==> config.mk <==
export PLATFORM = sky130hd
export DESIGN_NAME = multicycle_control
export DESIGN_NICKNAME = d
export VERILOG_FILES = /design/src/rtl/mc_pkg.sv /design/src/rtl/mc_out_decode.sv /design/src/rtl/multicycle_control.sv
export SDC_FILE = /design/constraint.sdc
export NUM_CORES = 1
export LEC_CHECK = 0
export BUFFER_PORTS_ARGS = -buffer_cell sky130_fd_sc_hd__buf_2
export CORE_UTILIZATION = 42
export CTS_CLUSTER_DIAMETER = 200
export DETAILED_ROUTE_END_ITERATION = 6
export HOLD_SLACK_MARGIN = 0.12
export PLACE_DENSITY_LB_ADDON = 0.08
export RECOVER_POWER = 50
export SYNTH_ARGS = -nofsm -noshare
export SYNTH_HDL_FRONTEND = slang
export SYNTH_HIERARCHICAL = 1
export SYNTH_SLANG_ARGS = --single-unit
export TNS_END_PERCENT = 20
==> constraint.sdc <==
create_clock -name clk -period 2.2 [get_ports clk]
set_input_delay 0.11 -clock clk [delete_from_list [all_inputs] [get_ports clk]]
set_output_delay 0.11 -clock clk [all_outputs]
set_load 0.01 [all_outputs]
==> src/rtl/mc_pkg.sv <==
`default_nettype none
// ============================================================================
// Module      : mc_pkg
// Description : Shared definitions for the multicycle control FSM: state
//               encoding, opcodes, ALUOp / PCSource / ALUSrcB select codes,
//               and the packed control-word layout.
// Revision    : 1.0 - initial release
// ============================================================================
package mc_pkg;

  // 4-bit state encoding; 12..15 are unused and recover to FETCH.
  typedef enum logic [3:0] {
    S_FETCH     = 4'd0,
    S_DECODE    = 4'd1,
    S_MEM_ADDR  = 4'd2,
    S_MEM_READ  = 4'd3,
    S_MEM_WB    = 4'd4,
    S_MEM_WRITE = 4'd5,
    S_EXECUTE   = 4'd6,
    S_R_WB      = 4'd7,
    S_BRANCH    = 4'd8,
    S_JUMP      = 4'd9,
    S_ADDI_EXEC = 4'd10,
    S_ADDI_WB   = 4'd11
  } state_t;

  // Opcodes (instr[31:26])
  localparam logic [5:0] OP_RTYPE = 6'b000000;
  localparam logic [5:0] OP_LW    = 6'b100011;
  localparam logic [5:0] OP_SW    = 6'b101011;
  localparam logic [5:0] OP_BEQ   = 6'b000100;
  localparam logic [5:0] OP_J     = 6'b000010;
  localparam logic [5:0] OP_ADDI  = 6'b001000;

  // ALUOp codes, shared with the ALU control decoder
  localparam logic [1:0] ALUOP_ADD   = 2'b00;
  localparam logic [1:0] ALUOP_SUB   = 2'b01;
  localparam logic [1:0] ALUOP_FUNCT = 2'b10;

  // PCSource selects
  localparam logic [1:0] PCSRC_ALU    = 2'b00;
  localparam logic [1:0] PCSRC_ALUOUT = 2'b01;
  localparam logic [1:0] PCSRC_JUMP   = 2'b10;

  // ALUSrcB selects
  localparam logic [1:0] SRCB_B       = 2'b00;
  localparam logic [1:0] SRCB_FOUR    = 2'b01;
  localparam logic [1:0] SRCB_IMM     = 2'b10;
  localparam logic [1:0] SRCB_IMM_SH2 = 2'b11;

  // Datapath control word produced by the state decoder
  typedef struct packed {
    logic       pc_write;
    logic       pc_write_cond;
    logic       i_or_d;
    logic       mem_read;
    logic       mem_write;
    logic       mem_to_reg;
    logic       ir_write;
    logic [1:0] pc_source;
    logic [1:0] alu_op;
    logic       alu_src_a;
    logic [1:0] alu_src_b;
    logic       reg_write;
    logic       reg_dst;
  } ctrl_t;

endpackage
`default_nettype wire

==> src/rtl/mc_out_decode.sv <==
`default_nettype none
// ============================================================================
// Module      : mc_out_decode
// Description : Purely combinational state-to-control-word decoder for the
//               multicycle control FSM. Add-immediate states are decoded only
//               when MULTICYCLE_ADDI_EN is defined.
// Revision    : 1.0 - initial release
// ============================================================================
module mc_out_decode
  import mc_pkg::*;
(
  input  state_t state,
  input  logic   mem_ready,
  output ctrl_t  ctrl
);

  // Moore decode: every field defaults to 0, each state raises its own terms
  always_comb begin
    ctrl = '0;
    case (state)
      S_FETCH: begin
        ctrl.mem_read  = 1'b1;
        ctrl.i_or_d    = 1'b0;
        ctrl.alu_src_a = 1'b0;
        ctrl.alu_src_b = SRCB_FOUR;
        ctrl.alu_op    = ALUOP_ADD;
        ctrl.pc_source = PCSRC_ALU;
        // IR and PC only load once the fetch actually completes
        ctrl.ir_write  = mem_ready;
        ctrl.pc_write  = mem_ready;
      end
      S_DECODE: begin
        // Branch target computed speculatively into ALUOut
        ctrl.alu_src_a = 1'b0;
        ctrl.alu_src_b = SRCB_IMM_SH2;
        ctrl.alu_op    = ALUOP_ADD;
      end
      S_MEM_ADDR: begin
        ctrl.alu_src_a = 1'b1;
        ctrl.alu_src_b = SRCB_IMM;
        ctrl.alu_op    = ALUOP_ADD;
      end
      S_MEM_READ: begin
        ctrl.mem_read = 1'b1;
        ctrl.i_or_d   = 1'b1;
      end
      S_MEM_WB: begin
        ctrl.reg_write  = 1'b1;
        ctrl.mem_to_reg = 1'b1;
        ctrl.reg_dst    = 1'b0;
      end
      S_MEM_WRITE: begin
        ctrl.mem_write = 1'b1;
        ctrl.i_or_d    = 1'b1;
      end
      S_EXECUTE: begin
        ctrl.alu_src_a = 1'b1;
        ctrl.alu_src_b = SRCB_B;
        ctrl.alu_op    = ALUOP_FUNCT;
      end
      S_R_WB: begin
        ctrl.reg_write  = 1'b1;
        ctrl.reg_dst    = 1'b1;
        ctrl.mem_to_reg = 1'b0;
      end
      S_BRANCH: begin
        ctrl.alu_src_a     = 1'b1;
        ctrl.alu_src_b     = SRCB_B;
        ctrl.alu_op        = ALUOP_SUB;
        ctrl.pc_write_cond = 1'b1;
        ctrl.pc_source     = PCSRC_ALUOUT;
      end
      S_JUMP: begin
        ctrl.pc_write  = 1'b1;
        ctrl.pc_source = PCSRC_JUMP;
      end
`ifdef MULTICYCLE_ADDI_EN
      S_ADDI_EXEC: begin
        ctrl.alu_src_a = 1'b1;
        ctrl.alu_src_b = SRCB_IMM;
        ctrl.alu_op    = ALUOP_ADD;
      end
      S_ADDI_WB: begin
        ctrl.reg_write  = 1'b1;
        ctrl.reg_dst    = 1'b0;
        ctrl.mem_to_reg = 1'b0;
      end
`else
      // Without the add-immediate feature these encodings are inert
      S_ADDI_EXEC, S_ADDI_WB: begin
        ctrl = '0;
      end
`endif
      default: begin
        ctrl = '0;
      end
    endcase
  end

endmodule
`default_nettype wire

==> src/rtl/multicycle_control.sv <==
`default_nettype none
// ============================================================================
// Module      : multicycle_control
// Description : Main control FSM of the multicycle datapath. Holds the state
//               register and next-state logic, stalls on memory via
//               mem_ready, flags unknown opcodes, and gates every output to 0
//               while rst_n is low. Define MULTICYCLE_ADDI_EN to add the
//               add-immediate instruction.
// Revision    : 1.0 - initial release
// ============================================================================
module multicycle_control
  import mc_pkg::*;
(
  input  logic       clk,
  input  logic       rst_n,
  input  logic [5:0] Opcode,
  input  logic       Zero,
  input  logic       mem_ready,
  output logic       PCWrite,
  output logic       PCWriteCond,
  output logic       IorD,
  output logic       MemRead,
  output logic       MemWrite,
  output logic       MemtoReg,
  output logic       IRWrite,
  output logic [1:0] PCSource,
  output logic [1:0] ALUOp,
  output logic       ALUSrcA,
  output logic [1:0] ALUSrcB,
  output logic       RegWrite,
  output logic       RegDst,
  output logic       illegal_op,
  output logic [3:0] state_o
);

  state_t state;
  state_t next_state;
  logic   illegal;
  ctrl_t  ctrl;

  // Zero is combined with PCWriteCond by the datapath, not by this FSM
  logic   unused_zero;
  assign unused_zero = Zero;

  // State register with synchronous active-low reset to FETCH
  always_ff @(posedge clk) begin
    if (!rst_n) begin
      state <= S_FETCH;
    end else begin
      state <= next_state;
    end
  end

  // Next-state logic; Opcode is consulted only in DECODE and MEM_ADDR
  always_comb begin
    next_state = S_FETCH;
    illegal    = 1'b0;
    case (state)
      S_FETCH:     next_state = mem_ready ? S_DECODE : S_FETCH;
      S_DECODE: begin
        case (Opcode)
          OP_LW, OP_SW: next_state = S_MEM_ADDR;
          OP_RTYPE:     next_state = S_EXECUTE;
          OP_BEQ:       next_state = S_BRANCH;
          OP_J:         next_state = S_JUMP;
`ifdef MULTICYCLE_ADDI_EN
          OP_ADDI:      next_state = S_ADDI_EXEC;
`endif
          default: begin
            next_state = S_FETCH;
            illegal    = 1'b1;
          end
        endcase
      end
      S_MEM_ADDR:  next_state = (Opcode == OP_SW) ? S_MEM_WRITE : S_MEM_READ;
      S_MEM_READ:  next_state = mem_ready ? S_MEM_WB : S_MEM_READ;
      S_MEM_WB:    next_state = S_FETCH;
      S_MEM_WRITE: next_state = mem_ready ? S_FETCH : S_MEM_WRITE;
      S_EXECUTE:   next_state = S_R_WB;
      S_R_WB:      next_state = S_FETCH;
      S_BRANCH:    next_state = S_FETCH;
      S_JUMP:      next_state = S_FETCH;
`ifdef MULTICYCLE_ADDI_EN
      S_ADDI_EXEC: next_state = S_ADDI_WB;
      S_ADDI_WB:   next_state = S_FETCH;
`else
      S_ADDI_EXEC, S_ADDI_WB: next_state = S_FETCH;
`endif
      default:     next_state = S_FETCH;
    endcase
  end

  mc_out_decode u_out_decode (
    .state     (state),
    .mem_ready (mem_ready),
    .ctrl      (ctrl)
  );

  // Outputs forced low while reset is held so nothing writes during reset
  always_comb begin
    PCWrite     = rst_n & ctrl.pc_write;
    PCWriteCond = rst_n & ctrl.pc_write_cond;
    IorD        = rst_n & ctrl.i_or_d;
    MemRead     = rst_n & ctrl.mem_read;
    MemWrite    = rst_n & ctrl.mem_write;
    MemtoReg    = rst_n & ctrl.mem_to_reg;
    IRWrite     = rst_n & ctrl.ir_write;
    PCSource    = {2{rst_n}} & ctrl.pc_source;
    ALUOp       = {2{rst_n}} & ctrl.alu_op;
    ALUSrcA     = rst_n & ctrl.alu_src_a;
    ALUSrcB     = {2{rst_n}} & ctrl.alu_src_b;
    RegWrite    = rst_n & ctrl.reg_write;
    RegDst      = rst_n & ctrl.reg_dst;
    illegal_op  = rst_n & illegal;
    state_o     = rst_n ? state : 4'd0;
  end

endmodule
`default_nettype wire

# After elaboration in Yosys (flattened, before gate mapping)
# Cells that the tools add are included.
totals:
  word_cells: 53
  in_bits: 10
  ff_bits: 4
classes:
  n_reduce_logical: 6
  eq_ne: 13
  mux: 19
  n_bitwise: 14
ops:
  columns: ["cell", "n"]
  rows:
  - ["$pmux W5 S5", 1]
  - ["$pmux W4 S6", 1]
  - ["$eq A4 B3 Y1 const B", 4]
  - ["$pmux W4 S4", 1]
  - ["$eq A6 B6 Y1 const B", 2]
  - ["$and A1 B1 Y1", 11]
  - ["$mux W1", 9]
  - ["$mux W3", 3]
  - ["$eq A4 B2 Y1 const B", 2]
  - ["$eq A4 B4 Y1 const B", 2]
  - ["$pmux W2 S2", 2]
  - ["$and A2 B2 Y2", 3]
  - ["$eq A6 B2 Y1 const B", 1]
  - ["$eq A6 B3 Y1 const B", 1]
  - ["$logic_not A6 Y1", 1]
  - ["$reduce_or A2 Y1", 3]
  - ["$reduce_or A5 Y1", 1]
  - ["$eq A4 B1 Y1 const B", 1]
  - ["$logic_not A4 Y1", 1]
  - ["$mux W4", 1]
  - ["$pmux W1 S2", 1]

# Longest topological paths before layout
logic_depth:
  depth_word: 5
  mapped_depth: 5

# By module
# The synthesis kept the hierarchy.
by_module_without_submodules:
  columns: ["mod", "cells_per_inst", "area_per_inst_um2", "n_inst", "seq_area_each_um2"]
  rows:
  - ["multicycle_control", 63, 470.5, 1, 80.1]
  - ["mc_out_decode", 30, 193.9, 1, 0.0]

# Least setup slack after synthesis
# OpenSTA, ideal clock, no wires.
synth_path:
  kind: "register to output"
  from: "reg state[3]"
  to: "out PCWriteCond"
  n_path_buf: 2
  path_slack_ps: 1010
  arrival_time_ps: 1080
  stages_incl_launch_ff: 6
  path_cell_list: "dfxtp_1 -> buf_2 -> nand2b_1 -> nor3_1 -> buf_4 -> and2_1"
synth_rtl:
  columns: ["item", "line_no", "source"]
  rows:
  - ["start: declaration", "multicycle_control.sv:36", "state_t state;"]
  - ["start signal: assignment", "multicycle_control.sv:50", "state <= next_state;"]
  - ["end: declaration", "multicycle_control.sv:20", "output logic PCWriteCond,"]

==> impl_metrics.csv <==
group,metric,value,unit
global_routing,grt_max_degree,23,
routing,drtIter0Drc,10,
sta,tightest_slew,0.7085,ns
power,powerDensity,292.4,nW/um^2
synth,ys.warnings.count,6,
cells_and_area,largest_register_ffs,4,
status,status,"complete, no violations",
global_routing,grt_pass1_wl,2.442,mm
critical_path,slowest_delay,0.77,ns
synth,ys_ff_latch,4,
critical_path,crit_family,"flip-flops",
critical_path,cp-start-kind,"register",
routing,vias_per_cell,5.298,
worst_hold_path,hp-class,"in2reg",
die,start_util,48.05,%
clock_tree,max-clock-path-buffers,2,
routing,ant_nets,0,
sta,clock.fmax,553.9,MHz
routing,drt-total-wl,1.473,mm
sta,fin_skew,0.003741,ns
sta,finalMaxSlewViolations,0,
clock_tree,cts_resized,0,
placement,gp_congestion,0.7364,
cells_and_area,layout.nets,128,
cells_and_area,design_area,787.0,sq um
synth,synth_area,664.4,sq um
synth,synth_cell_type_count,35,
die,pin_count,31,
placement,placed_area,774.5,sq um
sta,rsz0062_at_grt,"no",
sta,fin_crit_sh,82.07,%
flow_run,maxCapViolations,0,
power,p_leak,0.3383,nW
cells_and_area,syn_to_final_growth,18.46,%
die,dieArea,1745,sq um
sta,relSlewSlack,52.70,%
cells_and_area,layout_commonest_cell,"buf_2",
die,dieWidth,41.77,um
critical_path,path_class,"reg2out",
critical_path,cp.arrival,1.70,ns
critical_path,required,2.09,ns
placement,dpl.cell_count,128,
sta,hold_viol,0,
global_routing,globalRouteTotalUtil,17.37,%
routing,post_drt_wl_per_cell,11.24,um
critical_path,cpMaxStageDelayCell,"dfxtp_1",
critical_path,critPathBufInv,1,
clock_tree,cts_tree,"done",
sta,finalCriticalPeriod,1.806,ns
clock_tree,clock_latency,0.23,ns
clock_tree,post-cts-setup-buffers,0,
clock_tree,clockRootBuffer,"clkbuf_4",
critical_path,crit_path_cell_trace,"xor2_1, nor3b_1, and2_1, buf_2",
sta,tns,0,ns
die,rows,13,
sta,setup-violations-final,0,
cells_and_area,stdcell_count,131,
cells_and_area,layout-drive-gt1-share,27.59,%
cells_and_area,top_register,"state",
die,core,1383,sq um
global_routing,grt_pass1_vias,565,
placement,dp_slack,0.5724,ns
cells_and_area,n_antenna_cell,0,
synth,synth.avg_cell_area,7.144,sq um
placement,port_buffers,29,
clock_tree,htree_levels,1,
die,die_y,41.77,um
cells_and_area,nFillCells,132,
clock_tree,cts.clk_slew.worst_paths,0.03,ns
critical_path,cp_max_fo,22,
clock_tree,hold_buffers,0,
power,vdd_drop_max,387.4,uV
synth,syn_nets,103,
synth,ys_seq_area_share,12.05,%
synth,netlist_instances,93,
cells_and_area,largest_registers,"state (4)",
critical_path,critPathCaptureType,"output pin",
global_routing,antenna_found_initial,0,
placement,dp_hpwl,1.017,mm
critical_path,r2r_slack,0.59,ns
clock_tree,numCtsBuffers,3,
sta,timing.final.ws_setup,0.3945,ns
routing,drc,0,
clock_tree,clkSinkCount,4,
cells_and_area,final_cell_mix,"buf_2, and2_1, nor2_1",
routing,dr.pass1.iters,4,
power,power,0.2301,mW
global_routing,overflow,0,
routing,vias,694,
cells by family after synthesis:
group | after synthesis | share of synthesized area (%)
DFF | 4 | 12.05
AOI/OAI and AO/OA | 13 | 15.44
xor gates and xnor gates | 3 | 3.956
and+or+nand+nor | 62 | 59.32
buffers and inverters | 11 | 9.228
synth_stat cells (all sizes together):
master   number  area share [%]
and2         21              20
nor2          9             6.2
buf           7             7.0
nand2b        7             6.6
nor3          7             7.0
dfxtp         4              12
a211oi        3             4.1
nor3b         3             3.4
a21oi         2             1.5
and3          2             1.9
clkbuf        2             1.1
inv           2             1.1
nand2         2             1.1
nand4         2             1.9
nand4b        2             2.6
o21ai         2             1.5
or3b          2             2.6
xnor2         2             2.6
a22oi         1             1.1
a311oi        1             1.3
and4b         1             1.5
nand3         1            0.75
nor4          1            0.94
nor4b         1             1.3
o2111ai       1             2.3
o21a          1             1.1
o31ai         1             1.1
o32ai         1             1.3
or3           1             1.7
xor2          1             1.3
layout make-up:
cell class / instances / area [sq um] / share of cell area [%]
clock buffer: 3 / 22.52 / 2.862
inverter: 2 / 7.507 / 0.9539
multi-input combinational: 78 / 518.0 / 65.82
sequential: 4 / 80.08 / 10.17
tap: 15 / 18.77 / 2.385
timing repair buffer: 29 / 140.1 / 17.81
where the power goes:
group | total (mW) | internal [mW] | switching (mW)
clock | 0.0867 | 0.0607 | 0.0260
sequential | 0.0824 | 0.0744 | 0.00801
combinational | 0.0609 | 0.0281 | 0.0329
path summary, 6_finish.rpt:
check                                   to  startpoint  cells past startpoint
worst max-delay path            ALUSrcB[1]    state[0]                      4
worst max register to register    state[3]    state[0]                      3
worst min-delay path              state[3]   Opcode[4]                      2
worst min register to register    state[1]    state[0]                      2
per-stage QoR:
stage / utilization [%] / hold WS [ns]
6_report: 56.92 / 0.1373
5_1_grt: 56.92 / 0.1546
4_1_cts: 57.65 / 0.1376
3_5_place_dp: 56.02 / 0.3749
3_3_place_gp: 56.02 / 0.3710
2_1_floorplan: - / 0.1867
routing by layer:
| layer | wire (um) | track usage (%) | share of wire, % |
|---|---|---|---|
| met1 | 696 | 23.04 | 47 |
| met2 | 719 | 27.50 | 49 |
| met3 | 57 | 5.217 | 3.9 |
| met4 | 0 | 3.871 | 0 |
| met5 | 0 | 0 | 0 |
Power figures use the tool's default switching activity.
